File: src/rtl/multi_port_queue_if.sv
// -----------------------------------------------------------------------------
// multi_port_queue_if
// Lane-parallel enqueue/dequeue bundle for multi_port_queue.
//
// Handshake (both directions): a lane transfers on a rising clk edge exactly
// when its valid and ready are both high at that edge. Lane 0 is the oldest.
// Producer valids and consumer readys must be prefix-contiguous: lane i set
// implies every lane below i is set. The queue's ready/valid outputs come from
// registered state only, so the other side may compute its inputs from them
// within the same cycle.
//
// Signals:
//   enq_valid_i [ENQ_W]        producer -> queue, per-lane enqueue request
//   enq_data_i  [ENQ_W*WIDTH]  producer -> queue, lane i at [i*WIDTH +: WIDTH]
//   enq_ready_o [ENQ_W]        queue -> producer, lane i may enqueue
//   deq_valid_o [DEQ_W]        queue -> consumer, lane j holds an entry
//   deq_data_o  [DEQ_W*WIDTH]  queue -> consumer, lane j at [j*WIDTH +: WIDTH]
//   deq_ready_i [DEQ_W]        consumer -> queue, lane j is taken
// Modports: master = producer/consumer side, slave = the queue.
// -----------------------------------------------------------------------------
interface multi_port_queue_if #(
   parameter int WIDTH = 32,
   parameter int ENQ_W = 2,
   parameter int DEQ_W = 2
);
   logic [ENQ_W-1:0]       enq_valid_i;
   logic [ENQ_W*WIDTH-1:0] enq_data_i;
   logic [ENQ_W-1:0]       enq_ready_o;
   logic [DEQ_W-1:0]       deq_valid_o;
   logic [DEQ_W*WIDTH-1:0] deq_data_o;
   logic [DEQ_W-1:0]       deq_ready_i;

   modport master (
      output enq_valid_i, enq_data_i, deq_ready_i,
      input  enq_ready_o, deq_valid_o, deq_data_o
   );

   modport slave (
      input  enq_valid_i, enq_data_i, deq_ready_i,
      output enq_ready_o, deq_valid_o, deq_data_o
   );
endinterface

File: src/rtl/multi_port_queue.sv
// -----------------------------------------------------------------------------
// multi_port_queue
// Multi-lane circular FIFO: accepts up to ENQ_W entries and releases up to
// DEQ_W entries per cycle in strict program order. DEPTH need not be a power
// of two. Used as the fetch-to-decode buffer and general multi-issue buffer.
//
// Ports:
//   clk            clock, rising edge
//   rst            synchronous active-high reset (same effect as flush_i)
//   flush_i        drop all contents; wins over enqueue and dequeue
//   q_if           enqueue/dequeue lanes (multi_port_queue_if.slave)
//   count_o        current occupancy
//   empty_o        count_o == 0
//   full_o         count_o == DEPTH
//   almost_full_o  free slots <= AFULL_MARGIN
// All outputs depend on registered state only; writes become visible on the
// dequeue side one cycle later (no bypass).
// -----------------------------------------------------------------------------
module multi_port_queue #(
   parameter int WIDTH        = 32,
   parameter int DEPTH        = 16,
   parameter int ENQ_W        = 2,
   parameter int DEQ_W        = 2,
   parameter int AFULL_MARGIN = 2
) (
   input  logic                       clk,
   input  logic                       rst,
   input  logic                       flush_i,
   multi_port_queue_if.slave          q_if,
   output logic [$clog2(DEPTH+1)-1:0] count_o,
   output logic                       empty_o,
   output logic                       full_o,
   output logic                       almost_full_o
);
   localparam int PTR_W = (DEPTH > 1) ? $clog2(DEPTH) : 1;
   localparam int CNT_W = $clog2(DEPTH + 1);

   logic [WIDTH-1:0]       r_mem [DEPTH];
   logic [PTR_W-1:0]       r_head;
   logic [PTR_W-1:0]       r_tail;
   logic [CNT_W-1:0]       r_count;

   logic [CNT_W-1:0]       w_free;
   logic [CNT_W-1:0]       w_n_enq;
   logic [CNT_W-1:0]       w_n_deq;
   logic [ENQ_W-1:0]       w_enq_ready;
   logic [ENQ_W-1:0]       w_enq_acc;
   logic [DEQ_W-1:0]       w_deq_valid;
   logic [DEQ_W-1:0]       w_deq_acc;
   logic [DEQ_W*WIDTH-1:0] w_deq_data;

   // Modulo-DEPTH advance. ptr < DEPTH and k <= DEPTH, so a single
   // conditional subtract is enough, also for non-power-of-two DEPTH.
   function automatic logic [PTR_W-1:0] ptr_add(input logic [PTR_W-1:0] ptr,
                                                input int k);
      int s;
      s = int'(ptr) + k;
      if (s >= DEPTH) s = s - DEPTH;
      return s[PTR_W-1:0];
   endfunction

   always_comb begin
      w_free = CNT_W'(DEPTH) - r_count;

      // Ready is based on the registered count only; slots freed by a
      // same-cycle dequeue are not offered to the producer.
      for (int i = 0; i < ENQ_W; i++) w_enq_ready[i] = (int'(w_free) > i);
      w_enq_acc = q_if.enq_valid_i & w_enq_ready;
      w_n_enq   = '0;
      for (int i = 0; i < ENQ_W; i++) w_n_enq = w_n_enq + CNT_W'(w_enq_acc[i]);

      for (int j = 0; j < DEQ_W; j++) w_deq_valid[j] = (int'(r_count) > j);
      w_deq_acc = q_if.deq_ready_i & w_deq_valid;
      w_n_deq   = '0;
      for (int j = 0; j < DEQ_W; j++) w_n_deq = w_n_deq + CNT_W'(w_deq_acc[j]);

      w_deq_data = '0;
      for (int j = 0; j < DEQ_W; j++)
         w_deq_data[j*WIDTH +: WIDTH] = r_mem[ptr_add(r_head, j)];
   end

   always_ff @(posedge clk) begin
      if (rst || flush_i) begin
         r_head  <= '0;
         r_tail  <= '0;
         r_count <= '0;
      end else begin
         r_head  <= ptr_add(r_head, int'(w_n_deq));
         r_tail  <= ptr_add(r_tail, int'(w_n_enq));
         r_count <= r_count + w_n_enq - w_n_deq;
      end
   end

   // Storage carries no reset; only pointers and count define its contents.
   always_ff @(posedge clk) begin
      if (!rst && !flush_i) begin
         for (int i = 0; i < ENQ_W; i++)
            if (w_enq_acc[i]) r_mem[ptr_add(r_tail, i)] <= q_if.enq_data_i[i*WIDTH +: WIDTH];
      end
   end

   assign q_if.enq_ready_o = w_enq_ready;
   assign q_if.deq_valid_o = w_deq_valid;
   assign q_if.deq_data_o  = w_deq_data;
   assign count_o          = r_count;
   assign empty_o          = (r_count == '0);
   assign full_o           = (r_count == CNT_W'(DEPTH));
   assign almost_full_o    = (int'(w_free) <= AFULL_MARGIN);

   a_params: assert property (@(posedge clk)
      (DEPTH >= 2) && (ENQ_W >= 1) && (ENQ_W <= DEPTH) && (DEQ_W >= 1) &&
      (DEQ_W <= DEPTH) && (AFULL_MARGIN >= 0) && (AFULL_MARGIN < DEPTH))
      else $error("multi_port_queue: parameter out of range");

   // A mask is prefix-contiguous exactly when mask & (mask + 1) == 0.
   a_enq_prefix: assert property (@(posedge clk) disable iff (rst)
      (({1'b0, q_if.enq_valid_i} & ({1'b0, q_if.enq_valid_i} + (ENQ_W+1)'(1))) == '0))
      else $error("multi_port_queue: enq_valid_i not prefix-contiguous");

   a_deq_prefix: assert property (@(posedge clk) disable iff (rst)
      (({1'b0, q_if.deq_ready_i} & ({1'b0, q_if.deq_ready_i} + (DEQ_W+1)'(1))) == '0))
      else $error("multi_port_queue: deq_ready_i not prefix-contiguous");
endmodule

File: src/flat_wrapper.sv
// flat-port wrapper written by rule: the top's interface ports become plain ports
module multi_port_queue_flat 
#(
   parameter int WIDTH        = 32,
   parameter int DEPTH        = 16,
   parameter int ENQ_W        = 2,
   parameter int DEQ_W        = 2,
   parameter int AFULL_MARGIN = 2
)
  (clk, rst, flush_i, count_o, empty_o, full_o, almost_full_o, q_if_enq_valid_i, q_if_enq_data_i, q_if_deq_ready_i, q_if_enq_ready_o, q_if_deq_valid_o, q_if_deq_data_o);
  multi_port_queue_if #(.WIDTH(WIDTH), .ENQ_W(ENQ_W), .DEQ_W(DEQ_W)) q_if_i ();
  input  logic clk;
  input  logic rst;
  input  logic flush_i;
  output logic [$clog2(DEPTH+1)-1:0] count_o;
  output logic empty_o;
  output logic full_o;
  output logic almost_full_o;
  input wire logic [$bits(q_if_i.enq_valid_i)-1:0] q_if_enq_valid_i;
  input wire logic [$bits(q_if_i.enq_data_i)-1:0] q_if_enq_data_i;
  input wire logic [$bits(q_if_i.deq_ready_i)-1:0] q_if_deq_ready_i;
  output wire logic [$bits(q_if_i.enq_ready_o)-1:0] q_if_enq_ready_o;
  output wire logic [$bits(q_if_i.deq_valid_o)-1:0] q_if_deq_valid_o;
  output wire logic [$bits(q_if_i.deq_data_o)-1:0] q_if_deq_data_o;
  assign q_if_i.enq_valid_i = q_if_enq_valid_i;
  assign q_if_i.enq_data_i = q_if_enq_data_i;
  assign q_if_i.deq_ready_i = q_if_deq_ready_i;
  assign q_if_enq_ready_o = q_if_i.enq_ready_o;
  assign q_if_deq_valid_o = q_if_i.deq_valid_o;
  assign q_if_deq_data_o = q_if_i.deq_data_o;
  multi_port_queue #(.WIDTH(WIDTH), .DEPTH(DEPTH), .ENQ_W(ENQ_W), .DEQ_W(DEQ_W), .AFULL_MARGIN(AFULL_MARGIN)) u_core (.clk(clk), .rst(rst), .flush_i(flush_i), .q_if(q_if_i), .count_o(count_o), .empty_o(empty_o), .full_o(full_o), .almost_full_o(almost_full_o));
endmodule
File: config.mk
export PLATFORM = sky130hd
export DESIGN_NAME = multi_port_queue_flat
export DESIGN_NICKNAME = d
export VERILOG_FILES = /design/src/rtl/multi_port_queue_if.sv /design/src/rtl/multi_port_queue.sv /design/src/flat_wrapper.sv
export SDC_FILE = /design/constraint.sdc
export NUM_CORES = 1
export LEC_CHECK = 0
export BUFFER_PORTS_ARGS = -buffer_cell sky130_fd_sc_hd__buf_2
export CAP_MARGIN = 15
export CORE_ASPECT_RATIO = 1.25
export CORE_MARGIN = 2
export CORE_UTILIZATION = 57
export DETAILED_ROUTE_END_ITERATION = 6
export GPL_TIMING_DRIVEN = 0
export PLACE_DENSITY_LB_ADDON = 0.12
export SKIP_LAST_GASP = 1
export SLEW_MARGIN = 20
export SYNTH_ARGS = -nofsm -noshare
export SYNTH_HDL_FRONTEND = slang
export SYNTH_SLANG_ARGS = --single-unit
File: constraint.sdc
create_clock -name clk -period 4.15 [get_ports clk]
set_input_delay 0.2075 -clock clk [delete_from_list [all_inputs] [get_ports clk]]
set_output_delay 0.2075 -clock clk [all_outputs]
set_load 0.02 [all_outputs]
# ---- Yosys cells after proc, flatten, opt, wreduce, memory -nomap -nowiden
# Memory sizes are Yosys's and may differ from the RTL's.
# Cells that the tools add are included.
dict set report totals {
  ff_bits 13
  ram_bits 512
  output_inout_bits 76
  elab_cells 54
  n_memories 1
}
dict set report op_classes {
  add_sub_neg 15
  order_cmp 11
  n_eq_ne 1
  muxes 16
  n_bitwise 2
  reduce_logical 5
}
# name depth word_bits read_ports rd_ports_with_merged_regs write_ports line
set mem_list {}
lappend mem_list {u_core.r_mem 16 32 2 0 2 multi_port_queue.sv:38} ;# logic [WIDTH-1:0] r_mem [DEPTH];
# cell count
set op_table {}
lappend op_table {{two-way mux 4 bit} 10}
lappend op_table {{subtractor 4 x 1 -> 4 bit (second input constant)} 6}
lappend op_table {{> comparator 5 x 1 -> 1 bit (second input constant)} 4}
lappend op_table {{greater-or-equal comparator 6 x 5 -> 1 bit (second input constant)} 2}
lappend op_table {{adder 4 x 1 -> 5 bit (second input constant)} 2}
lappend op_table {{adder 4 x 2 -> 5 bit} 2}
lappend op_table {{greater-or-equal comparator 4 x 5 -> 1 bit (second input constant)} 2}
lappend op_table {{greater-or-equal comparator 5 bit (second input constant)} 2}
lappend op_table {{two-way mux 1 bit} 6}
lappend op_table {{adder 5 bit} 1}
lappend op_table {{equality test 5 bit (second input constant)} 1}
lappend op_table {{less-or-equal comparator 5 x 2 -> 1 bit (second input constant)} 1}
lappend op_table {{zero test 5 bit} 1}
lappend op_table {{subtractor 5 bit} 1}
lappend op_table {{subtractor 5 bit (first input constant)} 1}
lappend op_table {{adder 1 x 1 -> 2 bit} 2}
lappend op_table {{bitwise AND 2 bit} 2}
lappend op_table {{zero test 1 bit} 2}
lappend op_table {{logical AND 1 bit} 1}
lappend op_table {{logical OR 1 bit} 1}

# ---- Longest topological paths before layout
dict set report logic_depth {
  ltp_word 7
  mapped_depth 17
  mapped_depth_nobuf 17
}

# ---- Worst setup path before layout
# OpenSTA, ideal clock, no wires.
dict set report synth_path {
  path_type {reg-to-reg}
  startpoint {register u_core.r_count[0], in the netlist u_core.count_o[0]}
  endpoint {memory u_core.r_mem[13][0] (enable)}
  setup_ns 0.466
  t_arrival_ns 4.440
  path_slack_ns -0.755
  path_stages_with_launch 10
  n_path_buf 0
  synth_period_minus_slack_ns 4.905
  path_cell_list {dfxtp_1 -> inv_1 -> ha_1 -> and2_1 -> ha_1 -> nor2b_1 -> o211a_1 -> inv_1 -> nand3_1 -> o21ai_0}
}
# element line
set synth_rtl {}
lappend synth_rtl {{start, declared} multi_port_queue.sv:41} ;# logic [CNT_W-1:0] r_count;
lappend synth_rtl {{start signal, assigned} multi_port_queue.sv:90} ;# r_count <= r_count + w_n_enq - w_n_deq;
lappend synth_rtl {{end, declared} multi_port_queue.sv:38}

# ---- Final worst setup path
dict set report layout_path {
  startpoint {register u_core.r_head[0]}
  endpoint {output port q_if_deq_data_o[49]}
}
dict set report layout_between {
  elab_chain_len 4
  word_cells_on_any_way 5
  classes_between {add/sub (2); order compare (1); mux (1); memory (1)}
}
# element line
set layout_rtl {}
lappend layout_rtl {{start, declared} multi_port_queue.sv:39} ;# logic [PTR_W-1:0] r_head;
lappend layout_rtl {{start signal, assigned} multi_port_queue.sv:88} ;# r_head <= ptr_add(r_head, int'(w_n_deq));
lappend layout_rtl {{adder 4 x 1 -> 5 bit *} multi_port_queue.sv:57} ;# s = int'(ptr) + k;
lappend layout_rtl {{subtractor 4 x 1 -> 4 bit / greater-or-equal comparator 5 bit (equally long branches)} multi_port_queue.sv:58} ;# if (s >= DEPTH) s = s - DEPTH;
lappend layout_rtl {{two-way mux 4 bit *} multi_port_queue.sv:58}
lappend layout_rtl {{memory (16 x 32 bit) *} n/a}
lappend layout_rtl {{end, declared} flat_wrapper.sv:24} ;# output wire logic [$bits(q_if_i.deq_data_o)-1:0] q_if_deq_data_o;
# Mark *: on every way between the ends. The rest lies on a longest branch, timed or not.

==> results.md <==
* Status: completed
* Number of flops mapped to enable cells by yosys at 512
* Residual DRC at 0
* Crit start category: flip-flop
* Count of pins on the block boundary at 147
* Clock-pin slew of the registers on the worst-case setup and hold paths at 0.06 ns
* Final routed wirelength across all metal layers at 104 mm
* Final clock period utilization by the worst path at 98.8%
* Number of nets with antenna violations after detailed routing at 0
* Maxcap violations at 0
* Non-filler instance count after layout at 2912
* Synthesis-to-finish area growth at 17.1%
* Slew at the pin closest to its max-slew limit at 1.28 ns
* Adder-cell area share of the yosys netlist at 1.08%
* Synth cell count leaders: sky130_fd_sc_hd__edfxtp_1, sky130_fd_sc_hd__mux2_2, sky130_fd_sc_hd__mux4_2
* N_diodes at 0
* Insertion delay of the later-clocked pin in the worst-skew pair at 0.62 ns
* Pins Over Slew Limit at 0
* RSZ-0062 raised after global routing: yes
* Mean routed wirelength per cell at 35.7 microns
* Main combinational cell family by area after synthesis: multiplexers
* Overflow left after global routing at 0
* Family of cells with the greatest summed delay on the critical path: buffers and inverters
* Ys flop type: sky130_fd_sc_hd__edfxtp_1
* Headroom to the max-slew limit at 14.7%
* CTS H-tree depth at 2
* Detail Route met3 WL at 10.3 mm
* Maximum operating frequency at 244 MHz
* Via density at 7.03
* Sequence of cells on the critical path: clkbuf_1 > clkbuf_1 > nand3_1 > xor2_1 > clkbuf_2 > mux4_2 > buf_2
* Clock tree root buffer cell: sky130_fd_sc_hd__clkbuf_16
* Number of buffers inserted during clock tree synthesis at 54
* Global-route usage over all layers at 36.4%
* Number of buffers on the longest clock path at 3
* Top cell type by total area after synthesis: sky130_fd_sc_hd__edfxtp_1
* Clock Sink Count at 525
* Top layer in use: met4
* Parity-gate share of the synthesized area counting xor and xnor cells at 0.221%
* Number of input and output port buffers inserted at 146
* Final Wtd Congestion at 0.862
* Proportion of register bits with asynchronous set or reset after synthesis at 0%
* Post-DP HPWL at 70.4 mm
* Area of the core region at 55000 sq um
* Vias in the first global route at 21.1k
* First-pass iteration count of the detailed router at 6
* Critical Path RT at 3.94 ns
* Critical-path cell with the highest stage delay: sky130_fd_sc_hd__xor2_1
* Top area cells in the synthesized netlist: sky130_fd_sc_hd__edfxtp_1, sky130_fd_sc_hd__mux4_2, sky130_fd_sc_hd__mux2_2, sky130_fd_sc_hd__mux2_4, sky130_fd_sc_hd__buf_6
* Inst Count DP at 2720
* Synth Cell Area at 31700 sq um
* Net count of the finished layout at 2234
* Fraction of synthesized cell area taken by the top area cell type at 48.5%
* Synth Area in Compound Gates at 2.19%
* Synthesized area per cell at 17.6 sq um
* Largest net degree at the start of global routing at 17
* Net count of the mapped netlist at 1897
* Setup Viol. Count Final at 0
* Clock tree from TritonCTS: done
* Number of antenna violations at the first check in global routing at 0
* Cell type with the highest occurrence count on the critical path: sky130_fd_sc_hd__clkbuf_1
* Number of fill cells in the layout at 3900
* Critical Path Max Stage Delay at 0.67 ns
* Syn. warnings at 0
* Length of routed met2 wiring at 49.9 mm
* Sequential-to-total area share from yosys stat at 49.3%
* VDD IR-drop max at 0.364 mV
* Number of distinct library cell variants in the gate-level netlist after synthesis at 43
* Setup TNS at 0 ns
* Element type at the critical path end: output port
* Met1 Wirelength at 37.2 mm
* Hold WC Path Type: input port to flip-flop
* Tot Pwr at 17.7 mW
* P_leak at 12.7 nW
* Die height at 268 microns
* Total via count in the routed design at 20.5k
* DIE WIDTH at 215 microns
* Die outline area at 57600 sq um
* Synthesized instance count at 1801
* Final hold violations at 0
* Top-count cell post-synth: sky130_fd_sc_hd__edfxtp_1
* Post-synthesis register bit count at 525
* Number of violations reported at the end of detailed-routing iteration 0 at 2327
* Multiplexer share of the synthesized area at 40.9%
* Number of rows created at floorplan at 96
* Starting density of the core at 57.7%
* Register-to-Register Setup Slack at 0.31 ns
* Post-DP Area at 34500 sq um
* Layout cells sized above 1 at 55.2%
* Wire length of the first global-routing pass at 147 mm
* Largest fanout on the critical path at 10
* Buf/Inv on CP at 4
* Crit path DAT at 3.89 ns
* Power density over cell area at 477 nW/um^2
* Clock period minus worst slack at 4.10 ns
* Total non-filler cell area in the finished layout at 37100 sq um
* Clock Skew at 0.0182 ns
* Crit Path Class: flip-flop to output port
* Area fraction in and, or, nand and nor cells after synthesis at 2.44%
## worst reg2reg max path, stage by stage (launching register included)
cell and delay (ns):
sky130_fd_sc_hd__dfxtp_4 0.40, sky130_fd_sc_hd__inv_1 0.10, sky130_fd_sc_hd__ha_1 0.27, sky130_fd_sc_hd__and2_1 0.18, sky130_fd_sc_hd__ha_1 0.29, sky130_fd_sc_hd__nor2b_2 0.21
sky130_fd_sc_hd__o211a_1 0.22, sky130_fd_sc_hd__o21ai_1 0.11, sky130_fd_sc_hd__and2_1 0.19, sky130_fd_sc_hd__ha_1 0.23, sky130_fd_sc_hd__inv_1 0.10, sky130_fd_sc_hd__fa_1 0.46
sky130_fd_sc_hd__fa_1 0.41, sky130_fd_sc_hd__nand2b_1 0.16, sky130_fd_sc_hd__a21oi_1 0.17, sky130_fd_sc_hd__or3_1 0.13, sky130_fd_sc_hd__a21oi_1 0.06
## kinds of logic (layout without fill, tap and decap cells)
| family | count (synthesis) | after routing |
|---|---|---|
| compound gates | 99 | 99 |
| xor+xnor | 8 | 8 |
| buf+inv | 217 | 593 |
| flops | 525 | 525 |
| simple gates | 102 | 102 |
| fa+ha+maj | 25 | 25 |
| mux | 825 | 825 |
## report_power, final
| part | switching (mW) | total (mW) | leakage, nW | internal [mW] |
|---|---|---|---|---|
| combinational | 3.74 | 6.98 | 7.21 | 3.24 |
| sequential | 0.100 | 6.09 | 4.72 | 5.99 |
| clock | 2.08 | 4.62 | 0.793 | 2.54 |
## worst paths after layout
| kind | startpoint | to | cells after the start |
|---|---|---|---|
| setup / recovery | u_core.r_head[0] | q_if_deq_data_o[49] | 7 |
| hold reg to reg | u_core.r_tail[3] | u_core.r_tail[3] | 2 |
| hold / removal | q_if_enq_valid_i[1] | u_core.r_tail[0] | 5 |
| setup reg to reg | u_core.count_o[0] | u_core.count_o[4] | 16 |
## through the flow
stage,utilization (%),setup WS (ns),hold WS [ns]
after floorplan,-,-0.755,0.425
after global placement,60.7,-4.80,0.549
after detailed placement,62.8,-0.00678,0.578
after CTS,67.5,0.0643,0.214
after global routing,67.5,-0.00911,0.268
final,67.5,0.0501,0.237
## placed cells by master (no fill, tap or decap), types with 7 or more instances in the layout
master and count:
sky130_fd_sc_hd__a211oi_1 32, sky130_fd_sc_hd__a21oi_1 31, sky130_fd_sc_hd__a31oi_1 7, sky130_fd_sc_hd__and2_1 33, sky130_fd_sc_hd__buf_16 29, sky130_fd_sc_hd__buf_2 188
sky130_fd_sc_hd__buf_6 49, sky130_fd_sc_hd__clkbuf_1 100, sky130_fd_sc_hd__clkbuf_16 57, sky130_fd_sc_hd__clkbuf_2 11, sky130_fd_sc_hd__clkinv_1 14, sky130_fd_sc_hd__clkinv_2 10
sky130_fd_sc_hd__dfxtp_1 11, sky130_fd_sc_hd__dlygate4sd3_1 98, sky130_fd_sc_hd__edfxtp_1 512, sky130_fd_sc_hd__ha_1 21, sky130_fd_sc_hd__inv_1 19, sky130_fd_sc_hd__mux2_2 387
sky130_fd_sc_hd__mux2_4 125, sky130_fd_sc_hd__mux2i_1 25, sky130_fd_sc_hd__mux4_2 288, sky130_fd_sc_hd__nand2_1 15, sky130_fd_sc_hd__nand3_4 16, sky130_fd_sc_hd__nor2_1 10
sky130_fd_sc_hd__nor2b_1 10, sky130_fd_sc_hd__o21ai_4 16
## sequential cells by signal (all words and copies together), names as in the netlist
name / count
u_core.count_o: 5
u_core.r_tail: 4
u_core.r_mem: 512
u_core.r_head: 4
## final cells by class
type                       count  area [sq um]  area share [%]
buffer                       197          1200            3.24
clock inverter                25           133           0.357
tap                          735           920            2.48
timing repair buffer         282          2660            7.16
inverter                      19          71.3           0.192
clock buffer                  70          1480            3.97
multi-input combinational   1059         15000            40.5
sequential                   525         15600            42.1
## repair_timing
item,4_1_cts,5_1_grt
hold endpoints to repair,195,0
hold buffers,98,0
buffers inserted,0,0
setup endpoints to repair,60,9
gates resized for setup,10,10
## routing by layer
metal / global-route usage, % / vias to the layer above
li1: - / 8109
met1: 45.8 / 10567
met2: 59.9 / 1437
met3: 7.57 / 365
met4: 19.6 / 0
met5: 0 / -
Note: power is estimated with default switching activity, not from simulation.
